[src/rtl/watch_mode_ctrl.sv]
// Button-driven mode sequencer for the watch chip.
// Edge-detects the buttons, runs the TIME / SET_H / SET_M / SW state machine,
// issues single-cycle command pulses to the time and stopwatch counters, and
// owns the backlight timer and the colon blink.
// Optional feature macro: BTN_REPEAT_EN (auto-repeat of held inc/dec in the
// set states). With the macro undefined a held button yields one pulse only.
module watch_mode_ctrl #(
    parameter int unsigned LIGHT_SECS    = 3,
    parameter int unsigned REPEAT_DELAY  = 8,
    parameter int unsigned REPEAT_PERIOD = 4
) (
    input  logic       clk,
    input  logic       reset,
    input  logic       btn_mode,
    input  logic       btn_set,
    input  logic       btn_inc,
    input  logic       btn_dec,
    input  logic       btn_light,
    input  logic       tick_1hz,
    output logic [1:0] mode,
    output logic       rtc_en,
    output logic       hour_inc,
    output logic       hour_dec,
    output logic       min_inc,
    output logic       min_dec,
    output logic       sec_clear,
    output logic       sw_run,
    output logic       sw_clear,
    output logic       disp_sel,
    output logic       colon,
    output logic       light
);

    localparam int unsigned LightW = $clog2(LIGHT_SECS + 1);

    typedef enum logic [1:0] {
        StTime = 2'd0,
        StSetH = 2'd1,
        StSetM = 2'd2,
        StSw   = 2'd3
    } state_e;

    state_e state_q, state_d;

    // Button vector order: {light, dec, inc, set, mode}
    logic [4:0] btn_now;
    logic [4:0] btn_q;
    logic [4:0] btn_edge;

    logic win_mode, win_set, win_inc, win_dec, light_edge;
    logic in_set;

    // Repeat pulses from the optional auto-repeat engine
    logic rpt_inc, rpt_dec;

    logic              hour_inc_q, hour_inc_d;
    logic              hour_dec_q, hour_dec_d;
    logic              min_inc_q, min_inc_d;
    logic              min_dec_q, min_dec_d;
    logic              sec_clear_q, sec_clear_d;
    logic              sw_run_q, sw_run_d;
    logic              sw_clear_q, sw_clear_d;
    logic              rtc_en_q, rtc_en_d;
    logic              disp_sel_q, disp_sel_d;
    logic              colon_q, colon_d;
    logic              light_q, light_d;
    logic [LightW-1:0] light_cnt_q, light_cnt_d;

    assign btn_now  = {btn_light, btn_dec, btn_inc, btn_set, btn_mode};
    assign btn_edge = btn_now & ~btn_q;

    // Fixed priority mode > set > inc > dec; light is independent
    assign win_mode   = btn_edge[0];
    assign win_set    = btn_edge[1] & ~btn_edge[0];
    assign win_inc    = btn_edge[2] & ~(|btn_edge[1:0]);
    assign win_dec    = btn_edge[3] & ~(|btn_edge[2:0]);
    assign light_edge = btn_edge[4];

    assign in_set = (state_q == StSetH) || (state_q == StSetM);

    // Button history register for edge detection
    always_ff @(posedge clk) begin
        if (reset) begin
            btn_q <= 5'b0;
        end else begin
            btn_q <= btn_now;
        end
    end

    // State register
    always_ff @(posedge clk) begin
        if (reset) begin
            state_q <= StTime;
        end else begin
            state_q <= state_d;
        end
    end

    // Next-state logic driven by the winning edge
    always_comb begin
        state_d = state_q;
        unique case (state_q)
            StTime: begin
                if (win_mode) begin
                    state_d = StSw;
                end else if (win_set) begin
                    state_d = StSetH;
                end
            end
            StSetH: begin
                if (win_set) begin
                    state_d = StSetM;
                end
            end
            StSetM: begin
                if (win_set) begin
                    state_d = StTime;
                end
            end
            StSw: begin
                if (win_mode) begin
                    state_d = StTime;
                end
            end
            default: state_d = StTime;
        endcase
    end

`ifdef BTN_REPEAT_EN
    localparam int unsigned RptMax = (REPEAT_DELAY > REPEAT_PERIOD) ? REPEAT_DELAY : REPEAT_PERIOD;
    localparam int unsigned RptW   = $clog2(RptMax + 1);

    logic            rpt_act_q, rpt_act_d;
    logic            rpt_dec_q, rpt_dec_d;
    logic            rpt_first_q, rpt_first_d;
    logic [RptW-1:0] rpt_cnt_q, rpt_cnt_d;
    logic [RptW-1:0] rpt_cnt_nx;
    logic            rpt_held;
    logic            rpt_fire;

    assign rpt_cnt_nx = rpt_cnt_q + 1'b1;
    assign rpt_held   = rpt_dec_q ? btn_dec : btn_inc;

    // Auto-repeat tracker: armed by an inc/dec edge, fires after the delay then every period
    always_comb begin
        rpt_act_d   = rpt_act_q;
        rpt_dec_d   = rpt_dec_q;
        rpt_first_d = rpt_first_q;
        rpt_cnt_d   = rpt_cnt_q;
        rpt_fire    = 1'b0;
        if (in_set && (win_inc || win_dec)) begin
            rpt_act_d   = 1'b1;
            rpt_dec_d   = win_dec;
            rpt_first_d = 1'b1;
            rpt_cnt_d   = '0;
        end else if (!in_set || win_mode || win_set || !rpt_held || !rpt_act_q) begin
            rpt_act_d   = 1'b0;
            rpt_first_d = 1'b1;
            rpt_cnt_d   = '0;
        end else if (rpt_first_q && (rpt_cnt_nx == RptW'(REPEAT_DELAY))) begin
            rpt_fire    = 1'b1;
            rpt_first_d = 1'b0;
            rpt_cnt_d   = '0;
        end else if (!rpt_first_q && (rpt_cnt_nx == RptW'(REPEAT_PERIOD))) begin
            rpt_fire  = 1'b1;
            rpt_cnt_d = '0;
        end else begin
            rpt_cnt_d = rpt_cnt_nx;
        end
    end

    // Auto-repeat state registers
    always_ff @(posedge clk) begin
        if (reset) begin
            rpt_act_q   <= 1'b0;
            rpt_dec_q   <= 1'b0;
            rpt_first_q <= 1'b1;
            rpt_cnt_q   <= '0;
        end else begin
            rpt_act_q   <= rpt_act_d;
            rpt_dec_q   <= rpt_dec_d;
            rpt_first_q <= rpt_first_d;
            rpt_cnt_q   <= rpt_cnt_d;
        end
    end

    assign rpt_inc = rpt_fire & ~rpt_dec_q;
    assign rpt_dec = rpt_fire & rpt_dec_q;
`else
    assign rpt_inc = 1'b0;
    assign rpt_dec = 1'b0;
`endif

    // Next values of all registered outputs
    always_comb begin
        hour_inc_d  = (state_q == StSetH) && (win_inc || rpt_inc);
        hour_dec_d  = (state_q == StSetH) && (win_dec || rpt_dec);
        min_inc_d   = (state_q == StSetM) && (win_inc || rpt_inc);
        min_dec_d   = (state_q == StSetM) && (win_dec || rpt_dec);
        sec_clear_d = (state_q == StSetM) && win_set;
        sw_clear_d  = (state_q == StSw) && win_dec && !sw_run_q;

        sw_run_d = sw_run_q;
        if ((state_q == StSw) && win_inc) begin
            sw_run_d = ~sw_run_q;
        end

        rtc_en_d   = (state_d == StTime) || (state_d == StSw);
        disp_sel_d = (state_d == StSw);

        // Colon blinks only while staying in TIME; entering TIME restarts it lit
        if ((state_d != StTime) || (state_q != StTime)) begin
            colon_d = 1'b1;
        end else if (tick_1hz) begin
            colon_d = ~colon_q;
        end else begin
            colon_d = colon_q;
        end

        // A press reloads even when a tick lands in the same cycle
        light_cnt_d = light_cnt_q;
        if (light_edge) begin
            light_cnt_d = LightW'(LIGHT_SECS);
        end else if (tick_1hz && (light_cnt_q != '0)) begin
            light_cnt_d = light_cnt_q - 1'b1;
        end
        light_d = (light_cnt_d != '0);
    end

    // Output registers
    always_ff @(posedge clk) begin
        if (reset) begin
            hour_inc_q  <= 1'b0;
            hour_dec_q  <= 1'b0;
            min_inc_q   <= 1'b0;
            min_dec_q   <= 1'b0;
            sec_clear_q <= 1'b0;
            sw_run_q    <= 1'b0;
            sw_clear_q  <= 1'b0;
            rtc_en_q    <= 1'b1;
            disp_sel_q  <= 1'b0;
            colon_q     <= 1'b1;
            light_q     <= 1'b0;
            light_cnt_q <= '0;
        end else begin
            hour_inc_q  <= hour_inc_d;
            hour_dec_q  <= hour_dec_d;
            min_inc_q   <= min_inc_d;
            min_dec_q   <= min_dec_d;
            sec_clear_q <= sec_clear_d;
            sw_run_q    <= sw_run_d;
            sw_clear_q  <= sw_clear_d;
            rtc_en_q    <= rtc_en_d;
            disp_sel_q  <= disp_sel_d;
            colon_q     <= colon_d;
            light_q     <= light_d;
            light_cnt_q <= light_cnt_d;
        end
    end

    assign mode      = state_q;
    assign rtc_en    = rtc_en_q;
    assign hour_inc  = hour_inc_q;
    assign hour_dec  = hour_dec_q;
    assign min_inc   = min_inc_q;
    assign min_dec   = min_dec_q;
    assign sec_clear = sec_clear_q;
    assign sw_run    = sw_run_q;
    assign sw_clear  = sw_clear_q;
    assign disp_sel  = disp_sel_q;
    assign colon     = colon_q;
    assign light     = light_q;

endmodule
[config.mk]
export PLATFORM = sky130hd
export DESIGN_NAME = watch_mode_ctrl
export DESIGN_NICKNAME = d
export VERILOG_FILES = /design/src/rtl/watch_mode_ctrl.sv
export SDC_FILE = /design/constraint.sdc
export NUM_CORES = 1
export LEC_CHECK = 0
export CAP_MARGIN = 10
export CORE_AREA = 2 2 58 60
export CTS_CLUSTER_SIZE = 24
export DETAILED_ROUTE_END_ITERATION = 12
export DIE_AREA = 0 0 60 62
export PLACE_DENSITY = 0.55
export SLEW_MARGIN = 20
export SYNTH_ARGS = -nofsm -noshare
export SYNTH_HDL_FRONTEND = slang
export SYNTH_SLANG_ARGS = --single-unit
[constraint.sdc]
create_clock -name clk -period 3.9 [get_ports clk]
set_input_delay 1.17 -clock clk [delete_from_list [all_inputs] [get_ports clk]]
set_output_delay 1.17 -clock clk [all_outputs]
set_load 0.02 [all_outputs]
==> results of run 1 <==
==> kinds of logic (layout without fill, tap and decap cells) <==
family                     count (synthesis)  after routing  share of synthesized area
xor gates and xnor gates                   2              2                     0.0207
DFF                                       20             20                      0.473
and+or+nand+nor                           33             33                      0.266
muxes                                      4              4                     0.0502
buffers and inverters                      7             26                     0.0502
AOI/OAI and AO/OA                         12             12                     0.0960
adders and majority gates                  3              3                     0.0443
==> worst register-to-register path, delay by kind of cell (launching register included) <==
| kind | cells | cell delay, ns |
|---|---|---|
| flops | 1 | 0.58 |
| fa+ha+maj | 1 | 0.28 |
| simple gates | 2 | 0.24 |
| compound gates | 2 | 0.32 |
==> registers in the layout (all words and copies together), names as in the netlist <==
signal	flops
light	1
min_inc	1
min_dec	1
sec_clear	1
mode	2
rtc_en	1
light_cnt_q	2
hour_dec	1
disp_sel	1
colon	1
sw_clear	1
hour_inc	1
btn_q	5
sw_run	1
==> power by group through the flow <==
stage	Clock, W	Combinational (W)	Sequential (W)
after floorplan	0	0.0000537	0.000238
after global placement	0	0.0000840	0.000235
after detailed placement	0	0.0000872	0.000235
after CTS	0.0000977	0.0000877	0.000230
after global routing	0.000107	0.0000974	0.000233
final	0.0000916	0.0000866	0.000230
==> routing by layer <==
layer / vias up / routed length, µm
li1: 320 / -
met1: 279 / 712
met2: 12 / 720
met3: 0 / 67
met4: 0 / 0
met5: - / 0
==> area by class of cell <==
cell class,count,share of cell area
Multi-Input combinational cell,54,0.369
Clock buffer,3,0.0205
Inverter,3,0.0103
Sequential cell,20,0.365
Tap cell,46,0.0525
Timing Repair Buffer,20,0.183
==> synthesized netlist by cell type <==
| cell type | number |
|---|---|
| buf_2 | 1 |
| nand4b_4 | 1 |
| nand2_1 | 4 |
| buf_6 | 2 |
| xnor2_1 | 2 |
| a221oi_1 | 1 |
| nor2b_1 | 7 |
| o21ai_1 | 1 |
| nor2b_4 | 2 |
| mux2_2 | 2 |
| dfxtp_1 | 20 |
| a22o_1 | 1 |
| or4_1 | 2 |
| nand4bb_1 | 2 |
| inv_1 | 3 |
| a21oi_1 | 4 |
| clkbuf_1 | 1 |
| o2111ai_1 | 1 |
| mux2i_1 | 2 |
| nor2_1 | 8 |
| ha_1 | 3 |
| nor3_1 | 1 |
| o31ai_1 | 3 |
| nand4b_1 | 2 |
| a22oi_1 | 1 |
| nand2b_1 | 4 |
==> per-stage QoR <==
stage                     hold slack, ns  setup slack [ns]  total power, W  cells
after floorplan                    0.511              1.78        0.000292     81
after global placement             0.494              1.16        0.000319    143
after detailed placement           0.504              1.09        0.000322    143
after CTS                          0.522              1.16        0.000416    146
after global routing               0.547              1.11        0.000437    146
final                              0.515              1.18        0.000408    146
==> path summary, 6_finish.rpt <==
kind / endpoint / slack, ns
worst max-delay path: mode[1] / 1.18
worst min-delay path: sw_run / 0.52
worst max register to register: rtc_en / 2.39
worst min register to register: sw_run / 0.52
==> metrics, run 1 <==
outcome=finished, final reports clean; GRT Max-Usage Layer=met2; area share of the largest cell type after synthesis=0.473; net count of the mapped netlist=92; final worst clock skew=0.000908 ns; Hold Path Origin=sw_run; area inside the core boundary=3180 µm²; number of ports placed on the die boundary=21; combined area of all synthesized cells=847 µm²; pin count of the biggest net entering global routing=17; number of placement rows=21; Yosys warning total=0; crit-path max FO=11; slew at the pin with the worst max-slew slack=0.557 ns; fraction of power consumed by combinational cells=0.212; class of the most critical hold timing path=reg -> reg; WP depth=1; CTS buffer count=3; worst ir drop on vdd=0.140 mV; top post-synthesis cells by area=dfxtp_1 47%, nor2b_1 5.2%, ha_1 4.4%; gate count of the mapped netlist=81; cells along the critical path=clkdlybuf4s50_1; last weighted congestion value of the routability-driven placer=0.727; global route total overflow=0; Crit. End Element=output port; Post-CTS Repair Setup Buffers=0; fmax=368 MHz; final HPWL from detailed placement=1160 µm; Global Route met2 Usage=0.137; Clock Sink Count=20; effective utilization at floorplan=0.266; Cell variety after synth=26; Crit path required time=2.73 ns; sum of buffers and inverters on the critical path=1; combined flip-flop and latch cell area=400 µm²; register bit total from synthesis=20; critical path startpoint=mode[1]; Global Route met1 Usage=0.119; antenna violations before repair=0; violation count after the first detailed-routing iteration=21; Setup TNS Final=0 ns; die height=62 µm; insertion delay to the later sink of the worst-skew pair=0.28 ns; count of H-tree levels built during CTS=1; worst slew slack as a fraction of its limit=0.627; clock-pin slew on the worst setup and hold paths=0.10 ns; total area of multi-input combinational cells=404 µm²; ratio of cells with drive above 1 in the final layout=0.0800; Post-DP Area=1070 µm²; post-route standard cell area excluding fillers=1100 µm²; highest-delay cell along the critical path=clkdlybuf4s50_1; CTS Hold Bufs=0; final hold viol count=0; fraction of power consumed by sequential logic=0.564; Fill cells=342; final setup violating endpoints=0; leakage component of the power=0.425 nW; sequential cell area fraction in the yosys report=0.473; number of instances resized during post-cts repair=0; launch point of the worst reg-to-reg path=mode[1]; met3 Resource Use GR=0.0186; power density cells=373 nW/µm²; library cell used as clock root buffer=clkbuf_4; die extent in x=60 µm; fraction of power spent switching nets=0.268; Final ANT Viol Nets=0; period utilisation layout=0.697; vias in the first global route=574; Final Routed Wirelength=1500 µm; number of max-slew violations in the final report=0; Max stage delay on crit path=0.69 ns; clock tree from TritonCTS=built; critical path startpoint category=flop; routed wire length per instance=10.3 µm; most frequent cells in the layout=20 x dfxtp_1, 20 x clkdlybuf4s50_1, 8 x nor2_1; Max clock buf depth=2; diodes inserted=0; endpoint arrival time on the critical path=1.55 ns; length of the first detailed-routing pass in iterations=4; Worst Hold Path Cells=2; time the worst path needs with I/O delays and setup=2.72 ns; WS Path Type=reg -> out; total of buffers placed on input and output ports=20; full die area=3720 µm²; relative area change from synthesis to final layout=29.4%; end-of-flow core utilization=0.345; number of vias per cell after detailed routing=4.18; total number of vias=611; global-route wire length before repair=2480 µm; GRT Util Overall=0.0881; internal power summed over all cells=0.000299 W; Switching Power=0.000110 W; worst r2r path cells=5; setup repair after global routing missed its margin=no; critical path's top delay family=buffers and inverters; average size of a mapped cell=10.5 µm²; count of max-cap constraint violations=0; DRC Markers=0; biggest area consumer among synthesized cells=dfxtp_1; Clk pwr share=0.224; final layout net count=113
No activity file was read; power rests on OpenSTA's default activity.
==> run 2: changes to the inputs <==
- PLACE_DENSITY: 0.55 -> 0.56
- clock period: 3.9 -> 2.5 ns (I/O delays scaled with it)
==> metrics, run 2 (synthesized netlist as in run 1, its figures left out) <==
outcome=finished, final reports clean (unchanged); Crit. End Element=output port (unchanged); GRT Util Overall=0.0877 (was 0.0881); setup repair after global routing missed its margin=no (unchanged); Crit path required time=1.75 ns (was 2.73 ns); full die area=3720 µm² (unchanged); most frequent cells in the layout=20 x dfxtp_1, 20 x clkdlybuf4s50_1, 8 x nor2_1 (unchanged); final layout net count=115 (was 113); final setup violating endpoints=0 (unchanged); end-of-flow core utilization=0.354 (was 0.345); Max clock buf depth=2 (unchanged); CTS buffer count=3 (unchanged); CTS Hold Bufs=0 (unchanged); class of the most critical hold timing path=reg -> reg (unchanged); area inside the core boundary=3180 µm² (unchanged); time the worst path needs with I/O delays and setup=2.33 ns; count of H-tree levels built during CTS=1 (unchanged); WS Path Type=reg -> out (unchanged); vias in the first global route=606 (was 574); endpoint arrival time on the critical path=1.58 ns (was 1.55 ns); number of instances resized during post-cts repair=0 (unchanged); worst r2r path cells=4 (was 5); last weighted congestion value of the routability-driven placer=0.669 (was 0.727); clock-pin slew on the worst setup and hold paths=0.11 ns (was 0.10 ns); worst slew slack as a fraction of its limit=0.717 (was 0.627); final HPWL from detailed placement=1170 µm (was 1160 µm); global route total overflow=0 (unchanged); library cell used as clock root buffer=clkbuf_4 (unchanged); fmax=429 MHz; total of buffers placed on input and output ports=20 (unchanged); count of max-cap constraint violations=0 (unchanged); antenna violations before repair=0 (unchanged); final hold viol count=0 (unchanged); end point of the worst hold path=sw_run (unchanged); worst ir drop on vdd=0.183 mV (was 0.140 mV); number of max-slew violations in the final report=0 (unchanged); minimum hold slack=0.507 ns (was 0.515 ns); leakage component of the power=0.442 nW (was 0.425 nW); sum of buffers and inverters on the critical path=1 (unchanged); Setup TNS Final=0 ns (unchanged); critical path's top delay family=buffers and inverters (unchanged); highest-delay cell along the critical path=clkdlybuf4s50_1 (unchanged); Clock Sink Count=20 (unchanged); Final Routed Wirelength=1580 µm (was 1500 µm); Final ANT Viol Nets=0 (unchanged); Worst Hold Path Cells=2 (unchanged); crit-path max FO=11 (unchanged); slew at the pin with the worst max-slew slack=0.424 ns (was 0.557 ns); power density cells=606 nW/µm² (was 373 nW/µm²); Max stage delay on crit path=0.69 ns (about the same); period utilisation layout=0.932; max FFs per register=5 (unchanged); length of the first detailed-routing pass in iterations=4 (unchanged); number of placement rows=21 (unchanged); violation count after the first detailed-routing iteration=16 (was 21); launch point of the worst reg-to-reg path=mode[0] (was mode[1]); pin count of the biggest net entering global routing=16 (was 17); DRC Markers=0 (unchanged); number of vias per cell after detailed routing=4.23 (was 4.18); relative area change from synthesis to final layout=32.8% (was 29.4%); WP depth=1 (unchanged); capturing point of the worst reg2reg path=rtc_en (unchanged); diodes inserted=0 (unchanged); final worst clock skew=0.00453 ns (was 0.000908 ns); routed wire length per instance=10.6 µm (was 10.3 µm); critical path startpoint category=flop (unchanged); ratio of cells with drive above 1 in the final layout=0.107 (was 0.0800); die extent in x=60 µm (unchanged); Post-CTS Repair Setup Buffers=0 (unchanged); number of ports placed on the die boundary=21 (unchanged); total number of vias=631 (was 611); global-route wire length before repair=2460 µm (was 2480 µm); register with the most flip-flops=btn_q (unchanged); register-to-register path setup slack=0.96 ns (was 2.39 ns); insertion delay to the later sink of the worst-skew pair=0.29 ns (was 0.28 ns); effective utilization at floorplan=0.266 (unchanged); Hold Path Origin=sw_run (unchanged); clock tree from TritonCTS=built (unchanged); cells along the critical path=clkdlybuf4s50_1 (unchanged); die height=62 µm (unchanged)
run 2: cell types whose count changed in the layout (fill, tap and decap cells not counted):
cell	change
clkbuf_8	+1
buf_4	+2
run 2: final cells by class:
type / instances / area [µm²]
clock buffer: 4 / 36.3
fill: 343 / 2050
inverter: 3 / 11.3
multi-input combinational: 54 / 404
sequential: 20 / 400
tap: 46 / 57.6
timing repair buffer: 22 / 215
run 2: metal layers:
metal / up-vias / global-route usage / routed length [µm]
li1: 325 / - / -
met1: 291 / 0.110 / 736
met2: 13 / 0.137 / 736
met3: 2 / 0.0228 / 83
met4: 0 / 0.0508 / 20
met5: - / 0 / 0
run 2: per-stage QoR:
stage	setup slack, ns	total power [W]	area, µm²	instances
2_1_floorplan	0.798	0.000456	847	81
4_1_cts	0.147	0.000691	1120	149
3_5_place_dp	0.143	0.000506	1090	145
5_1_grt	0.108	0.000720	1120	149
3_3_place_gp	0.180	0.000502	1090	145
6_report	0.169	0.000682	1120	149
run 2: worst max-delay path by stage:
stage,startpoint,end
final,mode[0],mode[0]
after global routing,mode[0],mode[0]
after CTS,mode[0],mode[0]
after detailed placement,btn_set,rtc_en
after global placement,btn_set,rtc_en
after floorplan,btn_mode,rtc_en
run 2: power breakdown:
| group | internal, W | switching [W] |
|---|---|---|
| Sequential | 0.000339 | 0.0000160 |
| Combinational | 0.0000739 | 0.0000691 |
| Clock | 0.0000886 | 0.0000953 |
==> RTL edit 1 (flow settings as in run 2) <==
Change the parameter `LIGHT_SECS` from 3 to 2.
--- a/src/rtl/watch_mode_ctrl.sv
+++ b/src/rtl/watch_mode_ctrl.sv
@@ -6,5 +6,5 @@
 // set states). With the macro undefined a held button yields one pulse only.
 module watch_mode_ctrl #(
-    parameter int unsigned LIGHT_SECS    = 3,
+    parameter int unsigned LIGHT_SECS    = 2,
     parameter int unsigned REPEAT_DELAY  = 8,
     parameter int unsigned REPEAT_PERIOD = 4
Formal check against the unedited RTL: not equivalent (a bounded check fails within 4 cycles, from zero or initial values and one cycle with reset high).
==> RTL edit 1 against run 2 <==
  * Synthesized area increased by 0.44%
  * Wire length increased by 5.6%
  * Combinational power decreased by 3%
  * Critical path depth unchanged
  * Largest cell class unchanged
  * Sequential cell count unchanged
  * Total power increased by 11%
  * Register-to-register slack improved by 0.04 ns
  * Critical path type unchanged
  * Global-route usage increased by 0.96 points
  * Utilization increased by 0.63 points
  * Worst setup slack got worse by 0.018 ns
  * Design area increased by 1.8%
==> RTL edit 1: results (changes against run 2) <==
<table>
<tr><th>Metric</th><th>Value</th></tr>
<tr><th colspan="2">Global route</th></tr>
<tr><td>First-pass GRT wire length</td><td>2.59 mm (was 2.46 mm)</td></tr>
<tr><td>GRT met1 Usage</td><td>10.9% (was 11.0%)</td></tr>
<tr><td>Met3 global-route usage</td><td>4.55% (was 2.28%)</td></tr>
<tr><td>Number of global-route vias before repair</td><td>624 (was 606)</td></tr>
<tr><td>GR Layer Usage met2</td><td>16.1% (was 13.7%)</td></tr>
<tr><td>Pin count of the biggest net entering global routing</td><td>13 (was 16)</td></tr>
<tr><th colspan="2">Route</th></tr>
<tr><td>Post-DR wirelength/cell</td><td>11.2 microns (was 10.6 microns)</td></tr>
<tr><td>Final WL</td><td>1.66 mm (was 1.58 mm)</td></tr>
<tr><th colspan="2">Finish</th></tr>
<tr><td>Filler cell count in the final layout</td><td>322 (was 343)</td></tr>
<tr><th colspan="2">Logic synthesis</th></tr>
<tr><td>Number of library cell types mapped by synthesis</td><td>27 (was 26)</td></tr>
<tr><td>Post-Synth Adder-Cell Area</td><td>4.41% (was 4.43%)</td></tr>
<tr><td>Sequential cell area fraction in the yosys report</td><td>47.1% (was 47.3%)</td></tr>
<tr><td>Top cells by instance count after synthesis</td><td>sky130_fd_sc_hd__dfxtp_1 (20), sky130_fd_sc_hd__nor2_1 (8), sky130_fd_sc_hd__nor2b_1 (7) (unchanged)</td></tr>
<tr><td>Mux cell area share after synthesis</td><td>5.00% (was 5.02%)</td></tr>
<tr><th colspan="2">Run status</th></tr>
<tr><td>Result of the run</td><td>complete, no violations (unchanged)</td></tr>
<tr><th colspan="2">Power</th></tr>
<tr><td>Static leakage</td><td>0.451 nW (was 0.442 nW)</td></tr>
<tr><th colspan="2">Clock network</th></tr>
<tr><td>Clock latency at the later pin of the worst-skew pair</td><td>0.31 ns (was 0.29 ns)</td></tr>
<tr><th colspan="2">STA</th></tr>
<tr><td>Clock Skews</td><td>0.00553 ns (was 0.00453 ns)</td></tr>
<tr><th colspan="2">Setup path</th></tr>
<tr><td>Arrival time at the worst endpoint</td><td>1.60 ns (was 1.58 ns)</td></tr>
<tr><th colspan="2">Place</th></tr>
<tr><td>Detailed placement HPWL</td><td>1.23 mm (was 1.17 mm)</td></tr>
</table>
RTL edit 1: cell types whose count changed after synthesis, sizes merged:
cell | before | now
a21oi | 4 | 3
and3b | 0 | 1
RTL edit 1: power by group:
group	total (W)	switching [W]	internal (W)
Sequential	0.000352	0.0000142	0.000338
Combinational	0.000138	0.0000676	0.0000703
Clock	0.000266	0.000103	0.000162
RTL edit 1: layer usage:
layer  share of wire [%]  vias to the layer above
met5                   0                        -
met4                 1.9                        0
met3                 6.4                        4
met2                  47                       21
met1                  45                      301
li1                    -                      325
RTL edit 1: worst paths after layout:
| kind | to | cells past startpoint | slack, ns | start |
|---|---|---|---|---|
| hold reg to reg | sw_run$_SDFFE_PP0P_ | 2 | 0.54 | sw_run$_SDFFE_PP0P_ |
| hold / removal | sw_run$_SDFFE_PP0P_ | 2 | 0.54 | sw_run$_SDFFE_PP0P_ |
| setup / recovery | mode[0] | 1 | 0.15 | mode[0]$_SDFF_PP0_ |
| setup reg to reg | rtc_en$_SDFF_PP1_ | 4 | 1.00 | mode[0]$_SDFF_PP0_ |
RTL edit 1: cell families (layout without fill, tap and decap cells):
kind of cell / Yosys count / count (layout)
buffers and inverters: 7 / 29
AND/OR/NAND/NOR: 34 / 34
flip-flops: 20 / 20
AO/OA/AOI/OAI: 11 / 11
multiplexers: 4 / 4
XOR/XNOR: 2 / 2
adder cells (fa/ha/maj): 3 / 3
RTL edit 1: per-stage QoR:
step / worst slack, ns / cell area (sq um) / utilization [%] / hold slack (ns)
3_5_place_dp: 0.156 / 1090 / 34.4 / 0.509
4_1_cts: 0.140 / 1140 / 36.0 / 0.551
2_1_floorplan: 0.798 / 851 / - / 0.503
6_report: 0.152 / 1140 / 36.0 / 0.542
3_3_place_gp: 0.188 / 1090 / 34.4 / 0.492
5_1_grt: 0.0790 / 1140 / 36.0 / 0.584
RTL edit 1: worst min-delay path: cells and delay by family, from the launching register on:
kind | cells | cell delay [ns]
AOI/OAI and AO/OA | 2 | 0.15
DFF | 1 | 0.36
RTL edit 1: cell type report:
cell class	count	area (sq um)	area share (%)
Clock buffer	3	22.5	1.97
Clock inverter	1	30.0	2.62
Inverter	3	11.3	0.984
Multi-Input combinational cell	54	408	35.6
Sequential cell	20	400	35.0
Tap cell	46	57.6	5.03
Timing Repair Buffer	22	215	18.8
==> RTL edit 2 (flow settings as in run 2) <==
Without the edit above. Remove the register `hour_dec_q`: a continuous assignment takes its place, so the output `hour_dec` follows one clock earlier.
--- a/src/rtl/watch_mode_ctrl.sv
+++ b/src/rtl/watch_mode_ctrl.sv
@@ -232,5 +232,4 @@
         if (reset) begin
             hour_inc_q  <= 1'b0;
-            hour_dec_q  <= 1'b0;
             min_inc_q   <= 1'b0;
             min_dec_q   <= 1'b0;
@@ -245,5 +244,4 @@
         end else begin
             hour_inc_q  <= hour_inc_d;
-            hour_dec_q  <= hour_dec_d;
             min_inc_q   <= min_inc_d;
             min_dec_q   <= min_dec_d;
@@ -258,4 +256,6 @@
         end
     end
+
+    assign hour_dec_q = hour_dec_d;
 
     assign mode      = state_q;
Function: changed (Yosys sat finds a counterexample within 4 cycles, from zero or initial values and one cycle with reset high).
==> RTL edit 2 against run 2 <==
  * Cell count rose by 2.0%
  * Synthesized area fell by 9.6%
  * Design area fell by 1.6%
  * Wire length fell by 6.7%
  * Count of clock-buffer cells in the layout did not move
  * Non-clock buffer count rose by 7
  * Worst setup slack got worse by 0.086 ns
  * Total power fell by 7.1%
  * Synthesized cell count fell by 6.2%
  * Sequential cell count fell by 1
  * Largest power group unchanged
==> RTL edit 2: results (changes against run 2) <==
<table>
<tr><th>Metric</th><th>Value</th></tr>
<tr><th colspan="2">Run status</th></tr>
<tr><td>Result of the run</td><td>complete, no violations (unchanged)</td></tr>
<tr><th colspan="2">Global route</th></tr>
<tr><td>First-pass GRT wire length</td><td>2.60 mm (was 2.46 mm)</td></tr>
<tr><td>Number of global-route vias before repair</td><td>627 (was 606)</td></tr>
<tr><td>Met3 global-route usage</td><td>1.66% (was 2.28%)</td></tr>
<tr><td>Combined global-route utilization of all metal layers</td><td>9.50% (was 8.77%)</td></tr>
<tr><th colspan="2">Finish</th></tr>
<tr><td>Non-clock buffers, area share</td><td>24.4% (was 19.1%)</td></tr>
<tr><td>Relative area of clock buffers and inverters in the final design</td><td>2.37% (was 3.23%)</td></tr>
<tr><td>Filler cell count in the final layout</td><td>349 (was 343)</td></tr>
<tr><th colspan="2">Setup path</th></tr>
<tr><td>RR Endpoint</td><td>sw_run$_SDFFE_PP0P_ (was rtc_en$_SDFF_PP1_)</td></tr>
<tr><td>Maximum fanout along the worst path</td><td>2 (was 11)</td></tr>
<tr><td>Arrival time at the worst endpoint</td><td>1.67 ns (was 1.58 ns)</td></tr>
<tr><td>Crit Reg-Reg Startpoint</td><td>btn_q[2]$_SDFF_PP0_ (was mode[0]$_SDFF_PP0_)</td></tr>
<tr><th colspan="2">Route</th></tr>
<tr><td>Met2 routed WL</td><td>749 microns (was 736 microns)</td></tr>
<tr><td>Via count</td><td>620 (was 631)</td></tr>
<tr><th colspan="2">Clock network</th></tr>
<tr><td>Number of clock sinks</td><td>19 (was 20)</td></tr>
<tr><td>Cells resized by post-CTS repair</td><td>5 (was 0)</td></tr>
<tr><th colspan="2">Power</th></tr>
<tr><td>Relative contribution of combinational cells to total power</td><td>24.1% (was 21.0%)</td></tr>
<tr><td>Sequential power share</td><td>52.3% (was 52.1%)</td></tr>
<tr><td>Largest voltage drop on the vdd net</td><td>0.141 mV (was 0.183 mV)</td></tr>
<tr><td>Power spent charging and discharging nets</td><td>0.000169 W (was 0.000180 W)</td></tr>
<tr><td>Sequential power</td><td>0.000332 W (was 0.000355 W)</td></tr>
<tr><th colspan="2">Logic synthesis</th></tr>
<tr><td>Sequential cell area fraction in the yosys report</td><td>49.7% (was 47.3%)</td></tr>
<tr><td>Compound-cell area share of the yosys netlist</td><td>7.19% (was 9.60%)</td></tr>
<tr><td>Number of library cell types mapped by synthesis</td><td>24 (was 26)</td></tr>
<tr><td>Mux cell area share after synthesis</td><td>8.33% (was 5.02%)</td></tr>
<tr><td>Syn nets</td><td>87 (was 92)</td></tr>
<tr><th colspan="2">STA</th></tr>
<tr><td>Transition time at the pin with the least slew margin</td><td>0.388 ns (was 0.424 ns)</td></tr>
<tr><th colspan="2">Min path</th></tr>
<tr><td>Hold Path Stages</td><td>1 (was 2)</td></tr>
</table>
-- RTL edit 2: how the worst max path moves through the flow --
stage | from | end | depth (start not counted)
after CTS | btn_dec | hour_dec | 5
after global routing | btn_inc | hour_dec | 5
after global placement | btn_dec | hour_dec | 5
after detailed placement | btn_dec | hour_dec | 5
final | btn_inc | hour_dec | 5
after floorplan | btn_mode | hour_dec | 4
-- RTL edit 2: critical path, stage by stage --
cell and delay, ns:
sky130_fd_sc_hd__clkdlybuf4s50_1 0.41, sky130_fd_sc_hd__nand2b_1 0.10, sky130_fd_sc_hd__nand4_1 0.12, sky130_fd_sc_hd__nor2_1 0.13, sky130_fd_sc_hd__buf_4 0.15
-- RTL edit 2: stage by stage --
stage	cells	setup TNS [ns]	setup slack, ns
final	152	0	0.0832
after global routing	152	0	0.0135
after CTS	151	0	0.0139
after detailed placement	147	-0.451	-0.451
after global placement	147	-0.406	-0.406
after floorplan	76	0	0.223
